$ cat src/rtl/cv32e40p_apu_tracker.sv
// In-order tracker for operations in flight on a shared APU, with writeback and RAW hazard flags.
// Optional issue-to-result latency monitor is enabled by defining CV32E40P_APU_LAT_MON_EN.
module cv32e40p_apu_tracker #(
  parameter int unsigned APU_NARGS_CPU    = 3,
  parameter int unsigned APU_WOP_CPU      = 6,
  parameter int unsigned APU_NDSFLAGS_CPU = 15,
  parameter int unsigned APU_NUSFLAGS_CPU = 5,
  parameter int unsigned DEPTH            = 4,
  parameter int unsigned REGADDR_W        = 6,
  parameter int unsigned NRPORTS          = 3
) (
  input  logic                            clk,
  input  logic                            rst,

  input  logic                            req_valid_i,
  output logic                            req_ready_o,
  input  logic [APU_NARGS_CPU*32-1:0]     req_operands_i,
  input  logic [APU_WOP_CPU-1:0]          req_op_i,
  input  logic [APU_NDSFLAGS_CPU-1:0]     req_flags_i,
  input  logic [REGADDR_W-1:0]            req_waddr_i,

  output logic                            apu_req_o,
  input  logic                            apu_gnt_i,
  output logic [APU_NARGS_CPU*32-1:0]     apu_operands_o,
  output logic [APU_WOP_CPU-1:0]          apu_op_o,
  output logic [APU_NDSFLAGS_CPU-1:0]     apu_flags_o,
  input  logic                            apu_rvalid_i,
  input  logic [31:0]                     apu_result_i,
  input  logic [APU_NUSFLAGS_CPU-1:0]     apu_flags_i,

  output logic                            wb_valid_o,
  output logic [REGADDR_W-1:0]            wb_waddr_o,
  output logic [31:0]                     wb_result_o,
  output logic [APU_NUSFLAGS_CPU-1:0]     wb_flags_o,

  input  logic [NRPORTS*REGADDR_W-1:0]    rd_addr_i,
  output logic [NRPORTS-1:0]              rd_hazard_o,

  output logic [$clog2(DEPTH+1)-1:0]      outstanding_o,
  output logic                            full_o,
  output logic                            busy_o,
  output logic                            err_rvalid_o,
  output logic [15:0]                     max_lat_o
);

  localparam int unsigned CNT_W = $clog2(DEPTH + 1);
  localparam int unsigned PTR_W = $clog2(DEPTH);

  logic [CNT_W-1:0]            count_q;
  logic [PTR_W-1:0]            wptr_q;
  logic [PTR_W-1:0]            rptr_q;
  logic [REGADDR_W-1:0]        tag_q [DEPTH];
  logic [DEPTH-1:0]            vld_q;

  logic                        wb_valid_q;
  logic [REGADDR_W-1:0]        wb_waddr_q;
  logic [31:0]                 wb_result_q;
  logic [APU_NUSFLAGS_CPU-1:0] wb_flags_q;
  logic                        err_q;

  logic full;
  logic push;
  logic pop;

  // Full looks only at registered occupancy, so a pop never frees a slot in the same cycle.
  assign full = (count_q == CNT_W'(DEPTH));
  assign push = req_valid_i & ~full & apu_gnt_i;
  assign pop  = apu_rvalid_i & (count_q != '0);

  assign apu_req_o      = req_valid_i & ~full;
  assign req_ready_o    = push;
  assign apu_operands_o = req_operands_i;
  assign apu_op_o       = req_op_i;
  assign apu_flags_o    = req_flags_i;

  always_ff @(posedge clk) begin
    if (rst) begin
      count_q     <= '0;
      wptr_q      <= '0;
      rptr_q      <= '0;
      vld_q       <= '0;
      wb_valid_q  <= 1'b0;
      wb_waddr_q  <= '0;
      wb_result_q <= '0;
      wb_flags_q  <= '0;
      err_q       <= 1'b0;
    end else begin
      if (push) begin
        tag_q[wptr_q] <= req_waddr_i;
        vld_q[wptr_q] <= 1'b1;
        wptr_q        <= wptr_q + PTR_W'(1);
      end
      // Push and pop never target the same slot: a pop needs an entry, a push needs a free slot.
      if (pop) begin
        vld_q[rptr_q] <= 1'b0;
        rptr_q        <= rptr_q + PTR_W'(1);
        wb_waddr_q    <= tag_q[rptr_q];
        wb_result_q   <= apu_result_i;
        wb_flags_q    <= apu_flags_i;
      end
      case ({push, pop})
        2'b10:   count_q <= count_q + CNT_W'(1);
        2'b01:   count_q <= count_q - CNT_W'(1);
        default: count_q <= count_q;
      endcase
      wb_valid_q <= pop;
      if (apu_rvalid_i && (count_q == '0)) begin
        err_q <= 1'b1;
      end
    end
  end

  assign wb_valid_o    = wb_valid_q;
  assign wb_waddr_o    = wb_waddr_q;
  assign wb_result_o   = wb_result_q;
  assign wb_flags_o    = wb_flags_q;
  assign outstanding_o = count_q;
  assign full_o        = full;
  assign busy_o        = (count_q != '0) | wb_valid_q;
  assign err_rvalid_o  = err_q;

  // Register x0 is hard-wired, so it is never reported as a hazard.
  for (genvar p = 0; p < NRPORTS; p++) begin : g_haz
    logic [REGADDR_W-1:0] rdAddr;
    logic [DEPTH-1:0]     entHit;
    assign rdAddr = rd_addr_i[p*REGADDR_W +: REGADDR_W];
    for (genvar e = 0; e < DEPTH; e++) begin : g_ent
      assign entHit[e] = vld_q[e] & (tag_q[e] == rdAddr);
    end
    assign rd_hazard_o[p] = (rdAddr != '0) &
                            ((|entHit) | (wb_valid_q & (wb_waddr_q == rdAddr)));
  end

`ifdef CV32E40P_APU_LAT_MON_EN
  logic [15:0] cycle_q;
  logic [15:0] stamp_q [DEPTH];
  logic [15:0] max_lat_q;
  logic [15:0] popLat;

  // Modular subtraction keeps the latency correct across counter wrap.
  assign popLat = cycle_q - stamp_q[rptr_q];

  always_ff @(posedge clk) begin
    if (rst) begin
      cycle_q   <= '0;
      max_lat_q <= '0;
    end else begin
      cycle_q <= cycle_q + 16'd1;
      if (push) begin
        stamp_q[wptr_q] <= cycle_q;
      end
      if (pop && (popLat > max_lat_q)) begin
        max_lat_q <= popLat;
      end
    end
  end

  assign max_lat_o = max_lat_q;
`else
  assign max_lat_o = '0;
`endif

endmodule

$ cat config.mk
export PLATFORM = sky130hd
export DESIGN_NAME = cv32e40p_apu_tracker
export DESIGN_NICKNAME = d
export VERILOG_FILES = /design/src/rtl/cv32e40p_apu_tracker.sv
export SDC_FILE = /design/constraint.sdc
export NUM_CORES = 1
export LEC_CHECK = 0
export BUFFER_PORTS_ARGS = -buffer_cell sky130_fd_sc_hd__buf_2
export CAP_MARGIN = 5
export CELL_PAD_IN_SITES_DETAIL_PLACEMENT = 1
export CELL_PAD_IN_SITES_GLOBAL_PLACEMENT = 2
export CORE_ASPECT_RATIO = 0.6
export CORE_UTILIZATION = 23
export CTS_CLUSTER_DIAMETER = 80
export DETAILED_ROUTE_END_ITERATION = 8
export PLACE_DENSITY = 0.89
export SYNTH_ARGS = -nofsm -noshare
export SYNTH_HDL_FRONTEND = slang
export SYNTH_SLANG_ARGS = --single-unit
$ cat constraint.sdc
create_clock -name clk -period 4.3 [get_ports clk]
set_input_delay 0.645 -clock clk [delete_from_list [all_inputs] [get_ports clk]]
set_output_delay 0.645 -clock clk [all_outputs]
set_load 0.01 [all_outputs]
==> results by stage, run 1 <==
Yosys:
- The mean area per synthesized cell is 9.006 µm².
- The area fraction in compound gates after synthesis came to 0.06385.
- The post-synthesis register bit count is 80.
- The post-synthesis cell area is 5233 µm².
- The number of different library cells used by synthesis comes to 35.
- The predominant post-synthesis flop cell is dfxtp_1.
- The adder and majority gate portion of the synthesized area is 0.02535.
- The multiplexer fraction of the synthesized cell area is 0.02582.
- The sequential cell area fraction in the yosys report is 0.3520.
- Of the post-synthesis cell area, the dominant cell type holds 0.2143.
- The cell type with the highest aggregate area in the netlist is dfxtp_1.
- In the post-synthesis netlist, the biggest area contributors are dfxtp_1 (21%), buf_4 (20%), edfxtp_1 (14%).
- The cell count after synthesis is 581.
- The synthesized-area fraction occupied by and/or/nand/nor cells is 0.1370.
- The main combinational cell family by area after synthesis is buffers and inverters.
- The count of flip-flops with a built-in enable after synthesis is 24.
- For this run, asynchronously set or reset flops after synthesis account for 0.
- Of the total synthesized cell area, the portion taken by XOR and XNOR cells is 0.1573.
- The count of yosys warnings during synthesis is 0.

Timing:
- Setup violations remaining at the end of the flow were counted as 0.
- The fmax is 395.0 MHz.
- The relative slew slack is 0.5947.
- The transition time of the tightest slew-check pin is 0.6079 ns.
- Counting I/O delays and the setup requirement, the final critical path takes 2.532 ns.
- Setup repair after global routing left no endpoint under its margin.
- For the final routed database, the setup TNS stands at 0 ns.
- The final setup skew is 0.006628 ns.
- The final-report max-slew violation count is 0.
- In the finished design, the share of the clock period the worst path needs comes to 0.5888.
- Setup slack on the critical path of the routed design comes to 1.768 ns.
- The number of failing hold endpoints at the final stage is 0.

Detailed routing:
- The uppermost metal layer occupied by signal nets is met5.
- The total length of routed wires is 15,720 µm.
- The remaining antenna violation count is 0.
- The routed length on met3 is 2044 µm.
- After the first detailed-routing iteration, the DRC count stood at 189.
- Summed over all nets, wire length on met2 after detailed routing comes to 6198 µm.
- After detailed routing, the wire length on met1 is 7228 µm.
- The first detailed-routing pass took 4 iterations.
- The via count of the routed design is 3,715.
- After detailed routing, the number of remaining DRC violations is 0.
- After detailed routing, the average wire length per cell comes to 17.99 µm.
- After detailed routing, the number of vias per cell comes to 4.251.

Die:
- The starting utilization of the core area is 0.2360.
- The die span in y is 118.8 µm.
- In this run the standard cell core region covers 22,180 µm².
- The die is 196.7 µm wide.
- The number of placement rows is 42.
- The die outline area is 23,380 µm².
- For this design the top-level I/O count stands at 371.

Clock tree:
- TritonCTS built the clock tree.
- The clock passes through at most 2 buffers.
- The clock tree synthesis step divided the H-tree into 3 levels.
- The insertion delay of the later-clocked pin in the worst-skew pair is 0.33 ns.
- The cell at the root of the clock tree is clkbuf_16.
- The number of hold buffers added after CTS was 0.
- The number of sinks on the clock net is 80.
- Post-CTS repair changed the size of 0 cells.
- The post-CTS clock slew at the launch and capture registers of the worst setup and hold paths is 0.06 ns.
- Once the clock tree was built, the setup fixing pass inserted 0 buffers.
- In this run, CTS created clock tree buffers numbering 9.

Finish:
- The area of all sequential standard cells is 1842 µm².
- The share of cells above drive strength 1 is 0.2801.
- The total of fill cells in the finished design is 2,637.
- The multi-input combinational cells in the finished layout cover a total of 2202 µm².
- The area growth from synthesis to layout is 3.563%.
- The final-stage net count is 752.

Worst setup path:
- The worst setup path is launched from a flop.
- The kind of capture point of the worst setup path is an output port.
- STA puts the critical path data required time at 3.65 ns.
- The category of the critical setup timing path is flop to output port.
- The highest net fanout along the worst path is 4.
- At the worst endpoint, the arrival time is 1.89 ns.
- The family of cells with the greatest summed delay on the critical path is flip-flops.
- For this design, the slowest cell found on the critical path is edfxtp_1.
- The buffering stage count on the worst path with inverters included is 1.
- The critical register-to-register path startpoint is outstanding_o[1].
- Tracing the worst setup path back leads to its startpoint at tag_q[0][0].
- The delay of the slowest critical-path stage is 0.53 ns.
- The critical path goes through xnor2_1 -> nand4_1 -> nor4_1 -> nor3_1 -> a21oi_1 -> buf_2.

Pwr:
- The fraction of power consumed by the clock network is 0.315.
- The proportion of power drawn by flip-flops and latches is 0.386.
- Internal power comes to 1736 µW.
- Of the total power, the share spent switching nets is 0.3520.
- The analysis attributes to cell leakage a power of 0.002098 µW.
- Summed over all nets, the switching power comes to 943.0 µW.
- The areal power density over the cells is 494.3 nW/µm².
- The proportion of power drawn by combinational gates is 0.299.
- The worst-case IR drop observed on VDD is 0.1682 mV.

GRT:
- The via count of the first global-routing pass is 3,840.
- The wire length of the first global-routing pass is 23,420 µm.
- The number of antenna violations at the first check in global routing was 2.
- The global-route congestion overflow total is 0.
- The global-route usage over all layers is 0.1335.
- The largest net degree at the start of global routing is 50.

Worst hold path:
- The tightest min-delay check is of the flop to flop type.
- The critical hold path startpoint is wb_result_o[6].

Outcome:
- The run finished with clean final reports.

Placed design:
- The HPWL after detailed placement is 11,990 µm.
- Buffers placed on the I/O ports in this run total 120.
- The global placer's final weighted congestion is 0.8592.
- The post-placement worst setup slack is 1.749 ns.

Run:
- The number of violations of the max-capacitance limit is 0.
## Yosys cell counts, types with 3 or more instances
cell,instances
or4_1,3
mux4_2,6
and2_1,4
nand2_1,89
inv_1,7
buf_6,3
clkbuf_1,9
nor4_1,15
dfxtp_1,56
a21oi_1,54
nor3_1,6
buf_2,20
xnor2_1,47
a211oi_2,4
ha_1,9
edfxtp_1,24
nor2_1,10
xor2_1,47
buf_4,138
nand4_1,15
## flip-flops by register name (all words and copies together), names as in the netlist
signal / flops
err_rvalid_o: 1
outstanding_o: 3
rptr_q: 2
tag_q: 24
vld_q: 4
wb_flags_o: 5
wb_result_o: 32
wb_valid_o: 1
wb_waddr_o: 6
wptr_q: 2
## worst paths after layout
kind	end	cells past startpoint	slack [ns]
worst max-delay path	rd_hazard_o[0]	6	1.77
worst min-delay path	wb_result_o[6]	2	0.45
worst max register to register	outstanding_o[2]	9	1.89
worst min register to register	wb_result_o[6]	2	0.45
## cell families (layout without fill, tap and decap cells)
logic type / count (synthesis) / in the layout
DFF: 80 / 80
adders and majority gates: 10 / 10
other: 1 / 18
and+or+nand+nor: 151 / 151
xor gates and xnor gates: 94 / 94
muxes: 6 / 6
AOI/OAI and AO/OA: 60 / 60
buffers and inverters: 179 / 147
## final cells by class
cell class | count | area share
Inverter | 9 | 0.007619
Tap cell | 308 | 0.07112
Timing Repair Buffer | 122 | 0.1136
Antenna cell | 2 | 0.0009236
Clock inverter | 7 | 0.01893
Clock buffer | 9 | 0.04156
Sequential cell | 80 | 0.3399
Multi-Input combinational cell | 337 | 0.4064
## cell usage in the layout, fill, tap and decap left out, drive strengths merged, types with 2 or more instances in the layout
cell type	count
conb	16
edfxtp	24
nor4	15
or4	3
inv	11
mux4	6
ha	9
diode	2
xor2	47
a211oi	4
clkbuf	9
clkinv	2
a21oi	55
xnor2	47
nand2	90
bufinv	2
nand4	15
nor2	11
dfxtp	56
nor3	7
buf	122
and2	5
## worst min-delay path: stages (launching register included)
cell	delay [ns]
dfxtp_1	0.30
nand2_1	0.05
a21oi_1	0.05
## power by group through the flow
stage	clock network [µW]	registers, µW	logic (µW)
2_1_floorplan	0	1050	670
3_3_place_gp	0	1050	797
3_5_place_dp	0	1050	816
4_1_cts	873	1040	822
5_1_grt	899	1060	894
6_report	844	1030	802
## metrics by stage
step | util | instance area, µm² | hold WS (ns) | power (µW) | cells
floorplan | - | 5289 | 0.4740 | 1720 | 596
global placement | 0.2294 | 5086 | 0.4402 | 1847 | 856
detailed placement | 0.2294 | 5086 | 0.4453 | 1871 | 856
CTS | 0.2441 | 5414 | 0.4542 | 2734 | 872
global route | 0.2441 | 5414 | 0.4732 | 2851 | 872
finish | 0.2444 | 5419 | 0.4508 | 2679 | 874
## routing by layer
metal	GRT usage	vias up
met5	0.03704	-
met3	0.09176	23
met1	0.1717	1770
met2	0.1771	211
li1	-	1707
met4	0.02616	4
No activity file was read; power rests on OpenSTA's default activity.
==> run 2: changes to the inputs <==
--- a/config.mk
+++ b/config.mk
@@ -10,10 +10,10 @@
 export CELL_PAD_IN_SITES_DETAIL_PLACEMENT = 1
 export CELL_PAD_IN_SITES_GLOBAL_PLACEMENT = 2
 export CORE_ASPECT_RATIO = 0.6
-export CORE_UTILIZATION = 23
+export CORE_UTILIZATION = 20
 export CTS_CLUSTER_DIAMETER = 80
 export DETAILED_ROUTE_END_ITERATION = 8
-export PLACE_DENSITY = 0.89
+export PLACE_DENSITY = 0.83
 export SYNTH_ARGS = -nofsm -noshare
 export SYNTH_HDL_FRONTEND = slang
 export SYNTH_SLANG_ARGS = --single-unit
==> constraint.sdc (replaced) <==
create_clock -name clk -period 2.15 [get_ports clk]
set_input_delay 0.3225 -clock clk [delete_from_list [all_inputs] [get_ports clk]]
set_output_delay 0.3225 -clock clk [all_outputs]
set_load 0.01 [all_outputs]
==> run 2 against run 1 <==
Effect of this change:
- utilization shrank 2.2 points
- the flow now finishes with violations (negative setup slack)
- cell count grew 7.4%
- sequential share of layout area shrank 1.4 points
- via count grew 2.2%
==> results by stage, run 2 (same netlist as run 1, synthesis figures left out) <==
Outcome:
- The flow ran to the end, but the final reports show violations.
- The checks that failed: negative setup slack.

Timing:
- The number of failing hold endpoints at the final stage came to 0 (unchanged).
- The final critical path time including I/O delays and setup is 2.195 ns.
- The relative slew slack came to 0.5103 (-0.08440).
- The slack of the critical path came to -0.04538 ns (-1.814 ns).
- The accumulated negative setup slack is -0.07041 ns (-0.07041 ns).
- Dividing the final minimum period by the clock period gives 1.021.
- The transition time of the tightest slew-check pin is 0.7345 ns (+0.1266 ns).
- The final setup violation count is 2 (+2).
- Static timing analysis puts the maximum clock frequency at 455.5 MHz.
- The final setup skew is 0.01061 ns (+0.003982 ns).
- Setup repair after global routing could not meet its margin everywhere.
- The final-report max-slew violation count is 0 (unchanged).

Worst setup path:
- The family of cells with the greatest summed delay on the critical path is flip-flops.
- The slowest stage of the critical path is the edfxtp_1 cell.
- The highest net fanout along the worst path is 4 (unchanged).
- The critical path goes through xnor2_1 -> nand4_1 -> nor4_2 -> nor3_1 -> a21oi_1 -> buf_2.
- STA classifies the critical path startpoint as a flop.
- The required time of the critical path is 1.83 ns (-1.82 ns).
- The delay of the slowest critical-path stage is 0.55 ns (+0.02 ns).
- The buffering stage count on the worst path with inverters included is 1 (unchanged).
- The category of the critical setup timing path is flop to output port.
- The critical path data arrival time came to 1.87 ns (-0.02 ns).
- The worst setup path is captured at an output port.

Finish:
- The post-layout instance count excluding filler cells came to 939 (+7.4%).
- The most common cell after layout, fill and taps aside is buf_2.
- The share of cells above drive strength 1 came to 0.3259 (+0.04576).
- The number of flip-flops in the largest register is 32 (unchanged).
- The area growth from synthesis to layout is 8.513%.
- The final-stage net count is 771 (+2.5%).
- In the layout the commonest cells are buf_2 (120), nand2_1 (89), a21oi_1 (54), dfxtp_1 (51).

Detailed routing:
- The DRC violation total after the first TritonRoute iteration was 246 (+30%).
- The via count of the routed design is 3,798 (+2.2%).
- The remaining design rule violation count was 0 (unchanged).
- The total length of routed wires came to 16,570 µm (+5.4%).
- The detail-routed net length per standard cell is 17.65 µm (-1.9%).
- The number of detailed-routing iterations run before antenna repair came to 6 (+2).
- The number of vias per cell is 4.045 (-4.8%).
- The remaining antenna violation count is 0 (unchanged).

Clock tree:
- The maximum buffer depth of the clock tree is 2 (unchanged).
- The number of sinks on the clock net is 80 (unchanged).
- The maximum level of the CTS H-tree came to 3 (unchanged).
- The post-CTS clock slew at the launch and capture registers of the worst setup and hold paths is 0.07 ns (about the same).
- The insertion delay of the later-clocked pin in the worst-skew pair was 0.35 ns (+0.02 ns).
- The number of buffers created by CTS is 9 (unchanged).
- The clock tree from TritonCTS is done.
- The root buffer cell chosen for the clock tree is clkbuf_16.

GRT:
- The largest net degree at the start of global routing is 57 (+14%).
- The number of antenna violations at the first check in global routing is 6 (+4).
- The global-route usage over all layers came to 0.1240 (-0.009515).
- The via count of the first global-routing pass came to 3,840 (unchanged).
- The wire length of the first global-routing pass is 24,180 µm (+3.2%).
- The global-route congestion overflow total is 0 (unchanged).

Placed design:
- The count of port buffers added during placement is 120 (unchanged).
- The number of instances in the placed design is 907 (+6.0%).
- The global placer's final weighted congestion is 0.8299 (-3.4%).
- The post-detailed-placement half-perimeter wirelength came to 12,260 µm (+2.2%).

Pwr:
- The power spent charging and discharging nets is 1957 µW (+110%).
- The peak supply drop came to 0.3517 mV (+110%).
- The switching share of power came to 0.3634 (+0.01133).
- The areal power density over the cells was 948.5 nW/µm² (+92%).
- The proportion of power drawn by flip-flops and latches is 0.383 (-0.003).
- The fraction of power consumed by the clock network is 0.290 (-0.025).
- The proportion of power drawn by combinational gates is 0.327 (+0.028).
- The cell-internal power is 3429 µW (+98%).
- The total leakage power is 0.002183 µW (+4.1%).

Die:
- The total I/O pin count was 371 (unchanged).
- The starting utilization of the core area is 0.2052 (-0.03080).
- The core area is 25,510 µm² (+15%).
- The die boundary width is 210.8 µm (+7.2%).
- The die outline area is 26,830 µm² (+15%).
- The number of placement rows is 45 (+7.1%).
- The die span in y is 127.3 µm (+7.1%).

Run:
- The number of violations of the max-capacitance limit came to 0 (unchanged).

Worst hold path:
- The min-delay analysis places its worst path in the category input pin to flop.
run 2: cell count changes in the layout (fill, tap and decap cells not counted), moves of 2 or more:
cell      change
inv_6         -2
dfxtp_2       +3
clkinv_1      +2
dfxtp_1       -5
nor4_1        -8
diode_2       +2
clkinv_4      +2
nor4_2        +8
dfxtp_4       +2
buf_4        +18
run 2: worst paths after layout:
check,from,to,slack [ns],cells past startpoint
setup / recovery,tag_q[0][5],rd_hazard_o[0],-0.05,6
hold / removal,req_waddr_i[0],tag_q[0][0],0.20,1
setup reg to reg,outstanding_o[2],outstanding_o[2],0.08,10
hold reg to reg,wb_result_o[19],wb_result_o[19],0.45,2
run 2: per-stage QoR:
step | utilization | worst slack (ns) | power (µW) | instance area [µm²] | hold slack (ns)
2_1_floorplan | - | 0.006280 | 3478 | 5319 | 0.4214
3_3_place_gp | 0.2048 | 0.08976 | 3831 | 5224 | 0.4394
3_5_place_dp | 0.2048 | 0.08095 | 3882 | 5224 | 0.4456
4_1_cts | 0.2210 | -0.06707 | 5498 | 5638 | 0.1855
5_1_grt | 0.2223 | -0.1724 | 5792 | 5670 | 0.1889
6_report | 0.2226 | -0.04538 | 5386 | 5678 | 0.2001
run 2: what timing repair did:
| action | CTS | global route |
|---|---|---|
| pin swaps | 4 | 3 |
| gates resized for setup | 7 | 4 |
| hold buffers | 0 | 0 |
| endpoints found under the hold margin | 0 | 0 |
| setup endpoints to repair | 3 | 4 |
| buffers inserted | 10 | 2 |
run 2: layout make-up:
type,instances,area (µm²)
Antenna cell,4,10.01
Clock buffer,9,225.2
Clock inverter,7,72.57
Fill cell,2996,19830
Inverter,9,41.29
Multi-Input combinational cell,337,2273
Sequential cell,80,1853
Tap cell,352,440.4
Timing Repair Buffer,141,762.0
run 2: power groups by stage:
stage | logic (µW) | registers [µW] | clock network [µW]
after global routing | 1980 | 2110 | 1700
after global placement | 1740 | 2090 | 0
final | 1760 | 2060 | 1560
after floorplan | 1360 | 2110 | 0
after CTS | 1800 | 2070 | 1630
after detailed placement | 1780 | 2100 | 0
run 2: routing by layer:
metal	vias up	routed length, µm	part of all wire	GRT usage
met4	6	235	0.014	0.03410
met2	218	6547	0.40	0.1627
li1	1744	-	-	-
met3	25	2093	0.13	0.08382
met5	-	91	0.0055	0.01633
met1	1805	7606	0.46	0.1596
